**config.mk**
```make
export PLATFORM = sky130hd
export DESIGN_NAME = result_checker_watchdog
export DESIGN_NICKNAME = d
export VERILOG_FILES = /design/src/rtl/result_checker_pkg.sv /design/src/rtl/result_checker_watchdog.sv
export SDC_FILE = /design/constraint.sdc
export NUM_CORES = 1
export LEC_CHECK = 0
export CORE_MARGIN = 5
export CORE_UTILIZATION = 47
export DETAILED_ROUTE_END_ITERATION = 6
export PLACE_DENSITY_LB_ADDON = 0.2
export SKIP_LAST_GASP = 1
export SYNTH_ARGS = -nofsm -noshare
export SYNTH_HDL_FRONTEND = slang
export SYNTH_SLANG_ARGS = --single-unit
```
**constraint.sdc**
```tcl
create_clock -name clk -period 2.5 [get_ports clk]
set_input_delay 0.5 -clock clk [delete_from_list [all_inputs] [get_ports clk]]
set_output_delay 0.5 -clock clk [all_outputs]
set_load 0.03 [all_outputs]
```
**src/rtl/result_checker_pkg.sv**
```systemverilog
// result_checker_pkg: shared types, defaults and helpers for result_checker.
//   state_t    : run-control states of the checker
//   popcount   : number of set bits in a MAX_CH-wide vector
//   first_set  : index of the lowest set bit (0 when the vector is zero)
package result_checker_pkg;

  localparam int unsigned MAX_CH             = 32;
  localparam int unsigned DEF_NUM_CH         = 2;
  localparam int unsigned DEF_DATA_WIDTH     = 32;
  localparam int unsigned DEF_NUM_TESTS      = 16;
  localparam int unsigned DEF_TIMEOUT_CYCLES = 50000000;
  localparam int unsigned DEF_CNT_WIDTH      = 16;

  typedef enum logic [1:0] {
    ST_IDLE = 2'd0,
    ST_RUN  = 2'd1,
    ST_PASS = 2'd2,
    ST_FAIL = 2'd3
  } state_t;

  function automatic int unsigned popcount(input logic [MAX_CH-1:0] v);
    int unsigned n;
    n = 0;
    for (int unsigned i = 0; i < MAX_CH; i++) begin
      if (v[i]) n++;
    end
    return n;
  endfunction

  function automatic int unsigned first_set(input logic [MAX_CH-1:0] v);
    int unsigned idx;
    logic        found;
    idx   = 0;
    found = 1'b0;
    for (int unsigned i = 0; i < MAX_CH; i++) begin
      if (v[i] && !found) begin
        idx   = i;
        found = 1'b1;
      end
    end
    return idx;
  endfunction

endpackage

```
**src/rtl/result_checker_watchdog.sv**
```systemverilog
// result_checker_watchdog: run-time cycle limit for result_checker.
//   clk, rst  : clock, asynchronous active-high reset
//   i_en      : count this cycle (checker is running)
//   i_clr     : restart the count from zero (takes priority)
//   o_expired : high during the TIMEOUT_CYCLES-th enabled cycle, so the
//               owner leaves RUN on the edge TIMEOUT_CYCLES cycles after start
module result_checker_watchdog
  import result_checker_pkg::*;
#(
  parameter int unsigned TIMEOUT_CYCLES = DEF_TIMEOUT_CYCLES
) (
  input  logic clk,
  input  logic rst,
  input  logic i_en,
  input  logic i_clr,
  output logic o_expired
);

  localparam int unsigned CW = $clog2(TIMEOUT_CYCLES + 1);
  localparam logic [CW-1:0] LAST = CW'(TIMEOUT_CYCLES - 1);

  logic [CW-1:0] r_cnt;

  always_ff @(posedge clk or posedge rst) begin
    if (rst) begin
      r_cnt <= '0;
    end else if (i_clr) begin
      r_cnt <= '0;
    end else if (i_en && (r_cnt != LAST)) begin
      r_cnt <= r_cnt + CW'(1);
    end
  end

  assign o_expired = i_en && (r_cnt == LAST);

endmodule

```
Word level (Yosys, flattened, before mapping) --
Index checks and enable logic that the tools add are counted.
Operators by class: $add $sub $neg 1, mux-type cells 2, equal/unequal tests 2, reductions and logical operators 3
Operators with widths (count):
- 26-bit two-way mux | 2
- 26-bit by 1-bit adder with 26-bit output, second input constant | 1
- 26-bit equality test, second input constant | 1
- 26-bit inequality test, second input constant | 1
- 1-bit logical AND | 2
- 2-bit nonzero test | 1
Storage, ports and cells: output and inout bits 1, word-level logic and storage cells 9, input bits 4, bits in registers 26

Longest topological paths before layout --
word-level depth 4, mapped depth 8, gate-level depth less buffers 6

Worst setup path after synthesis --
OpenSTA, ideal clock, no wires.
path type register to output, from reg r_cnt[10], to out o_expired, data arrival time 2066 ps, required time 2000 ps, slack -66 ps, buffers on the path 0, cell stages (with the launch flop) 4, cells stage by stage dfrtp_1 -> or4b_1 -> or4_4 -> nor3_1
On the way: cells in the longest elaborated chain, start to end 2
Ends and longest elaborated chain:
- start, declared | line result_checker_watchdog.sv:22 | logic [CW-1:0] r_cnt;
- start signal, assigned | line result_checker_watchdog.sv:30 | r_cnt <= r_cnt + CW'(1);
- 26-bit equality test | line result_checker_watchdog.sv:34 | assign o_expired = i_en && (r_cnt == LAST);
- 1-bit logical AND | line result_checker_watchdog.sv:34
- end, declared | line result_checker_watchdog.sv:16 | output logic o_expired
Every way passes these cells.

Worst setup path after layout --
from reg r_cnt[18], to out o_expired
Same word-level chain as after synthesis.

==> summary.md <==
| Metric | Value |
|---|---|
| Full die area | `4270 um^2` |
| Clock root buffer | `clkbuf_4` |
| Starting Density | `47.9%` |
| DIE WIDTH | `65.3 um` |
| Failing checks | `setup timing` |
| Max Slew Vio Count | `0` |
| Pre-CTS setup slack | `0.249 ns` |
| Syn Nets | `158` |
| Setup WS post-layout | `-0.0723 ns` |
| Tightest Pin Transition | `0.357 ns` |
| CP Capture Type | `primary output` |
| Largest family of logic cells by synthesized area | `simple AND/OR/NAND/NOR gates` |
| Yosys top cell by area | `dfrtp_1` |
| Sequential cell area fraction in the yosys report | `45.2%` |
| Endpoints failing hold | `0` |
| Largest net degree at the start of global routing | `27` |
| Synth Area in Simple Gates | `30.6%` |
| Top FF cell, synth | `dfrtp_1` |
| Total gr overflow | `0` |
| First-pass GRT wire length | `5080 um` |
| Post-route insts no fill | `199` |
| Status | `finished with violations` |
| DRC errors left | `0` |
| Max Freq | `389 MHz` |
| Post-route ant nets | `0` |
| Worst EP arrival | `2.07 ns` |
| Nets@finish | `172` |
| Pwr/cell area | `465 nW/um^2` |
| # rows | `20` |
| Post-CTS sizing | `0` |
| Total number of yosys warnings | `0` |
| Type of the most critical hold path | `in2async` |
| Max reg flops | `26` |
| Register bit total from synthesis | `26` |
| Synth Area per Inst | `9.40 um^2` |
| Top-count cell post-synth | `dfrtp_1` |
| Top reg by flops | `r_cnt` |
| Most frequent cells after synthesis | `dfrtp_1, nor2_1, nand3_1, nand2_1, xor2_1` |
| RSZ-0062 raised after global routing | `true` |
| Dpl hpwl | `2070 um` |
| Setup Viol. Count Final | `1` |
| Worst-path clk slew | `0.14 ns` |
| Post-synthesis compound-gate area fraction | `10.3%` |
| Utilization after layout | `54.0%` |
| Worst skew pair latency | `0.32 ns` |
| Peak VDD IR | `208 uV` |
| Tmin final | `2.57 ns` |
| H-tree depth | `1` |
| Worst Setup Start Kind | `register` |
| Layout cells sized above 1 | `15.7%` |
| Total Routed Length | `2910 um` |
| Core area | `3000 um^2` |
| Clk sinks | `26` |
| Via count | `1167` |
| Multi-input gate area | `744 um^2` |
| Initial antenna violation count | `0` |
| Reg area | `651 um^2` |
| Req. time, crit path | `2.00 ns` |
| Max-cap viol count | `0` |
| Post-Syn Instances | `153` |
| Adder-cell area share of the yosys netlist | `0.870%` |
| Fillers | `294` |
| Placed Cells | `191` |
| CTS tree | `done` |
| Gr usage total | `15.4%` |
| Synth top area share | `45.2%` |
| Number of synthesized flops with an enable pin | `0` |
| Mux share of post-synthesis cell area | `1.74%` |
| Tcrit/Tclk final | `103%` |
| DR iter-0 viols | `45` |
| # diodes | `0` |
| Netlist cell types | `37` |
| Number of global-route vias before repair | `1099` |
| Post-Route Setup TNS | `-0.0723 ns` |
| CTS buffer count | `3` |
| Post-Synthesis Cell Area | `1440 um^2` |
| Regs by FF count | `r_cnt: 26 flops` |
| WL/cell | `14.6 um` |
| Final Skew | `0.00756 ns` |
| RD Place Congestion | `0.939` |
| Crit Path Class | `reg2out` |
| Synth-to-Final Area Change | `12.6%` |
| Asr flop ratio synth | `100%` |
| Leak | `0.664 nW` |
| DRT Pass-1 Iters | `4` |
| IO Port Bufs | `4` |
| Clock Tree Buf Depth | `2` |
| Dominant cells by area after synthesis | `dfrtp_1, xor2_1, nor2_1` |
| XOR/XNOR Fraction of Synth Area | `7.91%` |
| Die Height | `65.3 um` |
| Top Ports | `5` |
| Crit path max fanout | `5` |
| Max-slew headroom | `76.2%` |
| Post-DR vias/cell | `5.86` |
## through the flow
step | cell area [um^2] | hold WS [ns] | total power (W)
detailed placement | 1540 | 0.523 | 0.000480
CTS | 1610 | 0.505 | 0.000766
floorplan | 1440 | 0.498 | 0.000464
global placement | 1540 | 0.516 | 0.000479
finish | 1620 | 0.506 | 0.000753
global route | 1620 | 0.516 | 0.000797
## final cells by class
class                   count  share of cell area (%)
clock buffers               3                    1.39
inverters                   1                   0.232
multi-input cells         119                    45.9
flip-flops and latches     26                    40.2
clock inverters             1                    1.85
well taps                  33                    2.55
repair buffers             16                    7.88
## repair_timing
action / in CTS / in global routing
setup endpoints to repair: 1 / 1
pin swaps: 3 / 3
hold buffers: 0 / 0
buffers inserted: 3 / 1
hold endpoints to repair: 0 / 0
## layer usage
metal / share of wire [%] / vias to the layer above / track usage (%)
li1: - / 584 / -
met1: 49 / 559 / 20.8
met2: 47 / 20 / 24.9
met3: 3.2 / 4 / 4.10
met4: 1.4 / 0 / 3.11
met5: 0 / - / 0
## power by group
part	switching (W)	internal, W
sequential	0.00000311	0.000424
combinational	0.0000276	0.0000158
clock	0.000120	0.000162
total	0.000151	0.000602
## placed cells by master (no fill, tap or decap), types with 5 or more instances in the layout
cell type / n
nand3_1: 13
o21ai_1: 5
buf_4: 13
xor2_1: 10
dfrtp_1: 26
a21oi_1: 7
nand2_1: 10
nand4_1: 7
nor2_1: 18
or3_1: 7
## worst max-delay path, cell delays in order, from the launching register on
cell and delay [ns]:
dfrtp_1 0.43, or4b_1 0.52, or4_4 0.43, nor3_2 0.19, buf_4 0.18
## path summary, 6_finish.rpt
path                       startpoint         to  slack (ns)  cells after the start
setup / recovery            r_cnt[18]  o_expired       -0.07                      4
hold / removal                    rst  r_cnt[21]        0.51                      3
setup reg to reg            r_cnt[18]   r_cnt[6]        0.14                      7
hold reg to reg             r_cnt[22]  r_cnt[22]        0.56                      2
max in group asynchronous         rst   r_cnt[3]        1.75                      3
min in group clk            r_cnt[22]  r_cnt[22]        0.56                      2
## cell families after synthesis
logic type                 after synthesis
adders and majority gates                1
xor gates and xnor gates                13
buffers and inverters                    8
AOI/OAI and AO/OA                       24
and+or+nand+nor                         79
DFF                                     26
muxes                                    2
Power figures use the tool's default switching activity.
